[config.mk]
export PLATFORM = sky130hd
export DESIGN_NAME = load_store_unit
export DESIGN_NICKNAME = d
export VERILOG_FILES = /design/src/rtl/lsu_pkg.sv /design/src/rtl/lsu_lane_align.sv /design/src/rtl/load_store_unit.sv
export SDC_FILE = /design/constraint.sdc
export NUM_CORES = 1
export LEC_CHECK = 0
export CORE_UTILIZATION = 49
export CTS_CLUSTER_SIZE = 8
export DETAILED_ROUTE_END_ITERATION = 8
export PLACE_DENSITY = 0.92
export SLEW_MARGIN = 40
export SYNTH_ARGS = -nofsm -noshare
export SYNTH_HDL_FRONTEND = slang
export SYNTH_SLANG_ARGS = --single-unit
[constraint.sdc]
create_clock -name clk -period 8.5 [get_ports clk]
set_input_delay 2.125 -clock clk [delete_from_list [all_inputs] [get_ports clk]]
set_output_delay 2.125 -clock clk [all_outputs]
set_load 0.01 [all_outputs]
[src/rtl/lsu_pkg.sv]
// Shared encodings for the load/store unit: access sizes, response error codes and FSM states.
// The RMW_RD state exists only when LSU_RMW_EN is defined.
package lsu_pkg;

  localparam logic [1:0] SIZE_BYTE = 2'd0;
  localparam logic [1:0] SIZE_HALF = 2'd1;
  localparam logic [1:0] SIZE_WORD = 2'd2;
  localparam logic [1:0] SIZE_RSVD = 2'd3;

  localparam logic [1:0] ERR_OK       = 2'd0;
  localparam logic [1:0] ERR_MISALIGN = 2'd1;
  localparam logic [1:0] ERR_RANGE    = 2'd2;
  localparam logic [1:0] ERR_UNSUP    = 2'd3;

`ifdef LSU_RMW_EN
  typedef enum logic [2:0] {
    IDLE   = 3'd0,
    RD     = 3'd1,
    RMW_RD = 3'd2,
    WR     = 3'd3,
    RESP   = 3'd4
  } lsu_state_t;
`else
  typedef enum logic [2:0] {
    IDLE = 3'd0,
    RD   = 3'd1,
    WR   = 3'd3,
    RESP = 3'd4
  } lsu_state_t;
`endif

  // Reserved size is reported as misaligned rather than as a separate error.
  function automatic logic is_misaligned(input logic [1:0] size, input logic [1:0] addr_lo);
    logic mis;
    case (size)
      SIZE_BYTE: mis = 1'b0;
      SIZE_HALF: mis = addr_lo[0];
      SIZE_WORD: mis = (addr_lo != 2'b00);
      default:   mis = 1'b1;
    endcase
    return mis;
  endfunction

endpackage

[src/rtl/lsu_lane_align.sv]
// Little-endian lane handling: extracts and extends load data, and merges
// sub-word store data into the word read from memory.
module lsu_lane_align
  import lsu_pkg::*;
(
  input  logic [1:0]  size,
  input  logic        is_unsigned,
  input  logic [1:0]  addr_lo,
  input  logic [31:0] rdata,
  input  logic [31:0] wdata,
  output logic [31:0] load_data,
  output logic [31:0] merged
);

  logic [7:0]  byte_lane;
  logic [15:0] half_lane;

  // Lane select and sign/zero extension for loads
  always_comb begin
    case (addr_lo)
      2'd0:    byte_lane = rdata[7:0];
      2'd1:    byte_lane = rdata[15:8];
      2'd2:    byte_lane = rdata[23:16];
      2'd3:    byte_lane = rdata[31:24];
      default: byte_lane = rdata[7:0];
    endcase
    if (addr_lo[1]) begin
      half_lane = rdata[31:16];
    end else begin
      half_lane = rdata[15:0];
    end
    case (size)
      SIZE_BYTE: load_data = is_unsigned ? {24'h000000, byte_lane}
                                         : {{24{byte_lane[7]}}, byte_lane};
      SIZE_HALF: load_data = is_unsigned ? {16'h0000, half_lane}
                                         : {{16{half_lane[15]}}, half_lane};
      default:   load_data = rdata;
    endcase
  end

  // Store merge: only the addressed lane takes new data
  always_comb begin
    merged = rdata;
    case (size)
      SIZE_BYTE: begin
        case (addr_lo)
          2'd0:    merged[7:0]   = wdata[7:0];
          2'd1:    merged[15:8]  = wdata[7:0];
          2'd2:    merged[23:16] = wdata[7:0];
          2'd3:    merged[31:24] = wdata[7:0];
          default: merged[7:0]   = wdata[7:0];
        endcase
      end
      SIZE_HALF: begin
        if (addr_lo[1]) begin
          merged[31:16] = wdata[15:0];
        end else begin
          merged[15:0] = wdata[15:0];
        end
      end
      default: merged = wdata;
    endcase
  end

endmodule

[src/rtl/load_store_unit.sv]
// Single-outstanding load/store unit in front of a word-addressed data memory.
// Define LSU_RMW_EN to support sub-word stores via read-modify-write; otherwise they return err 3.
module load_store_unit
  import lsu_pkg::*;
#(
  parameter int MEM_WORDS = 64
) (
  input  logic        clk,
  input  logic        rst,
  input  logic        req_valid,
  output logic        req_ready,
  input  logic        req_write,
  input  logic [1:0]  req_size,
  input  logic        req_unsigned,
  input  logic [31:0] req_addr,
  input  logic [31:0] req_wdata,
  output logic        resp_valid,
  input  logic        resp_ready,
  output logic [31:0] resp_rdata,
  output logic [1:0]  resp_err,
  output logic        mem_we,
  output logic [31:0] mem_addr,
  output logic [31:0] mem_wdata,
  input  logic [31:0] mem_rdata
);

  localparam logic [31:0] MEM_WORDS_W = 32'(MEM_WORDS);

  lsu_state_t  state;
  logic        write_q;
  logic [1:0]  size_q;
  logic        unsigned_q;
  logic [31:0] addr_q;
  logic [31:0] wdata_q;
  logic [31:0] load_data;
  logic [31:0] merged;
  logic        accept;
  logic        misaligned;
  logic        out_of_range;

  assign req_ready    = (state == IDLE) && !rst;
  assign accept       = req_valid && req_ready;
  assign misaligned   = is_misaligned(req_size, req_addr[1:0]);
  assign out_of_range = ({2'b00, req_addr[31:2]} >= MEM_WORDS_W);

  lsu_lane_align u_lane_align (
    .size        (size_q),
    .is_unsigned (unsigned_q),
    .addr_lo     (addr_q[1:0]),
    .rdata       (mem_rdata),
    .wdata       (wdata_q),
    .load_data   (load_data),
    .merged      (merged)
  );

  // State decode goes low with the asynchronous state reset, so a write is cut off at once.
  assign mem_we   = (state == WR);
  assign mem_addr = {addr_q[31:2], 2'b00};

`ifdef LSU_RMW_EN
  logic [31:0] merged_q;
  assign mem_wdata = (size_q == SIZE_WORD) ? wdata_q : merged_q;
`else
  assign mem_wdata = (size_q == SIZE_WORD) ? wdata_q : merged;
`endif

  // Request FSM with registered response outputs
  always_ff @(posedge clk or posedge rst) begin
    if (rst) begin
      state      <= IDLE;
      write_q    <= 1'b0;
      size_q     <= 2'b00;
      unsigned_q <= 1'b0;
      addr_q     <= 32'h0000_0000;
      wdata_q    <= 32'h0000_0000;
      resp_valid <= 1'b0;
      resp_rdata <= 32'h0000_0000;
      resp_err   <= ERR_OK;
`ifdef LSU_RMW_EN
      merged_q   <= 32'h0000_0000;
`endif
    end else begin
      case (state)
        IDLE: begin
          if (accept) begin
            write_q    <= req_write;
            size_q     <= req_size;
            unsigned_q <= req_unsigned;
            addr_q     <= req_addr;
            wdata_q    <= req_wdata;
            resp_rdata <= 32'h0000_0000;
            if (misaligned) begin
              resp_err   <= ERR_MISALIGN;
              resp_valid <= 1'b1;
              state      <= RESP;
            end else if (out_of_range) begin
              resp_err   <= ERR_RANGE;
              resp_valid <= 1'b1;
              state      <= RESP;
            end else if (!req_write) begin
              resp_err <= ERR_OK;
              state    <= RD;
            end else if (req_size == SIZE_WORD) begin
              resp_err <= ERR_OK;
              state    <= WR;
            end else begin
`ifdef LSU_RMW_EN
              resp_err <= ERR_OK;
              state    <= RMW_RD;
`else
              resp_err   <= ERR_UNSUP;
              resp_valid <= 1'b1;
              state      <= RESP;
`endif
            end
          end else begin
            state <= IDLE;
          end
        end
        RD: begin
          resp_rdata <= load_data;
          resp_valid <= 1'b1;
          state      <= RESP;
        end
`ifdef LSU_RMW_EN
        RMW_RD: begin
          merged_q <= merged;
          state    <= WR;
        end
`endif
        WR: begin
          resp_valid <= 1'b1;
          state      <= RESP;
        end
        RESP: begin
          if (resp_ready) begin
            resp_valid <= 1'b0;
            state      <= IDLE;
          end else begin
            state <= RESP;
          end
        end
        default: begin
          resp_valid <= 1'b0;
          state      <= IDLE;
        end
      endcase
    end
  end

endmodule
==> flow_summary.ini <==
[drt]
ant_nets = 0
avgViaCountPerCell = 6.09
dr.pass1.iters = 4
wl_per_cell_um = 21.4
drc = 0
dr_total_vias = 5094
drtIter0Drc = 286
wirelength_mm = 17.9

[sta]
post-route-min-period_ns = 6.10
setup_viol = 0
fmax_ghz = 0.164
worst_pin_slew_ns = 0.766
finalHoldWorstSlack_ns = 0.499
finalCritPeriodShare_pct = 71.8
skew_ns = 0.00514
setup_tns_ns = 0
slew-limit-headroom_pct = 48.8
grt_setup_unrepaired = no
timing_hold_violations_final = 0
maxSlewViolCount = 0

[setup_path]
end_kind = output port
critPathMaxFanout = 4
cp.arrival_ns = 3.98
crit_required_ns = 6.38
cp-start-kind = primary input
r2r_slack_ns = 6.03
r2r_cells = 6
setup.worst_path.class = primary input to output port

[synth]
mappedNetlistArea_um2 = 5720
synth-seq-cells = 105
synth_ff_type = dfrtp_1
seq_area_frac_synth_pct = 46.0
async_reset_ff_share_pct = 100
synth_warnings = 0
synth_edf_count = 0
synth_area_per_cell_um2 = 10.6
synth.distinct_cells = 49
synthCells = 537

[place]
postPlaceCellArea_um2 = 7590
io_buffers = 202
post-dp-hpwl_mm = 13.3
gp_congestion = 0.890
dp_cells = 821

[cts]
htreeDepth = 3
cts_made_buffers = 9
clockBufferDepth = 2
cts.sinks = 105
post-cts-setup-buffers = 0
clk_pin_slew_ns = 0.07
cts_tree = built
worst_skew_pair.late_latency_ns = 0.35
cts_hold_buffers = 0
cts-root-buf = clkbuf_16
cts-resized-gates = 0

[hold_path]
worstHoldPathType = flop to flop
hold_depth = 2

[global_route]
track_usage_pct = 30.8
grt_pass1_vias = 5287
use_met3_pct = 8.76
use_met2_pct = 49.7
use_met1_pct = 35.9
top_usage_layer = met2
grt_start_max_net_pins = 79
antenna_found_initial = 0
grt-ovfl-total = 0
grt_first_pass_wirelength_mm = 27.4

[floorplan]
pin_count = 205
die_h_um = 110
dieArea_um2 = 12100
core_um2 = 11400
fp-row-count = 39
start_util_pct = 50.1
die_w_um = 110

[cells_and_area]
mostFrequentLayoutCells = 202 x clkdlybuf4s50_1, 103 x dfrtp_1, 73 x mux2_2
final_util_pct = 69.2
n_antenna_cell = 0
postLayoutCellArea_um2 = 7900
nNetsFinal = 793
multi_input_area_um2 = 2640
drive_gt1_share_pct = 17.4
final_common_cell = clkdlybuf4s50_1
seqCellArea_um2 = 2630
instances_no_fill = 837
fillers = 883
syn2layout_area_growth_pct = 38.1

[flow_run]
timing.max_cap.violations = 0

[power_and_ir_drop]
vdd_drop_max_mv = 0.233
leakage_uw = 0.00329
power_density_nw_per_um2 = 337

[outcome]
status = complete, no violations
-- critical path: stages --
cell and delay [ns]:
clkdlybuf4s50_1 0.64, inv_1 0.10, a2bb2oi_1 0.14, a2bb2oi_1 0.15
o21ai_0 0.23, clkdlybuf4s50_1 0.59
-- Yosys cell counts, drive strengths merged (2+ instances only) --
cell type / count / share of area [%]
inv: 13 / 0.85
nor4: 8 / 1.1
a2bb2oi: 16 / 2.5
a22o: 7 / 1.1
a221o: 16 / 3.0
a21oi: 23 / 2.0
nand2b: 3 / 0.33
a22oi: 2 / 0.26
a21o: 2 / 0.26
or3: 2 / 0.22
nor2b: 3 / 0.33
buf: 50 / 5.9
dfrtp: 105 / 46
a32oi: 2 / 0.31
mux2i: 11 / 1.9
nor3: 2 / 0.18
o22a: 8 / 1.2
clkbuf: 20 / 1.3
or2: 2 / 0.22
o31ai: 9 / 1.2
nor2: 20 / 1.3
nand2: 64 / 4.2
o221ai: 7 / 1.1
o22ai: 9 / 0.98
o21ai: 37 / 3.2
mux2: 73 / 14
mux4: 5 / 2.0
nor3b: 3 / 0.39
-- stage by stage --
stage | setup slack, ns | total power [uW]
after global placement | 2.38 | 2170
final | 2.40 | 2660
after floorplan | 3.61 | 1660
after global routing | 2.29 | 2800
after detailed placement | 2.41 | 2210
after CTS | 2.40 | 2650
-- state kept, by name, summed over array words and instances (netlist names) --
signal	count
addr_q	32
resp_err	2
resp_rdata	32
resp_valid	1
size_q	2
state	3
unsigned_q	1
wdata_q	32
-- kinds of logic after synthesis --
group                  share of synthesized area (%)
DFF                                             46.0
buffers and inverters                           8.05
other                                         0.0656
AOI/OAI and AO/OA                               18.5
muxes                                           18.3
and+or+nand+nor                                 9.17
-- worst paths after layout --
check,from,endpoint
max,mem_rdata[10],mem_wdata[10]
min,resp_rdata[6],resp_rdata[6]
max reg2reg,size_q[1],resp_rdata[24]
min reg2reg,resp_rdata[6],resp_rdata[6]
max in group asynchronous,rst,size_q[0]
min in group asynchronous,rst,resp_rdata[15]
-- power breakdown --
| group | leakage [uW] | switching (uW) | total [uW] | internal (uW) |
|---|---|---|---|---|
| Clock | 0.000149 | 188 | 432 | 245 |
| Sequential | 0.00131 | 176 | 848 | 672 |
| Combinational | 0.00183 | 639 | 1380 | 742 |
-- layer usage --
layer	wire length, um	vias up
li1	-	2238
met5	0	-
met1	6550	2442
met2	8410	349
met3	2180	65
met4	810	0
-- cell type report --
type,instances,area share [%]
well taps,143,2.27
multi-input cells,350,33.5
clock inverters,4,0.650
inverters,13,0.650
repair buffers,210,26.4
flip-flops and latches,105,33.3
clock buffers,12,3.25
(Power assumes the default switching activity.)
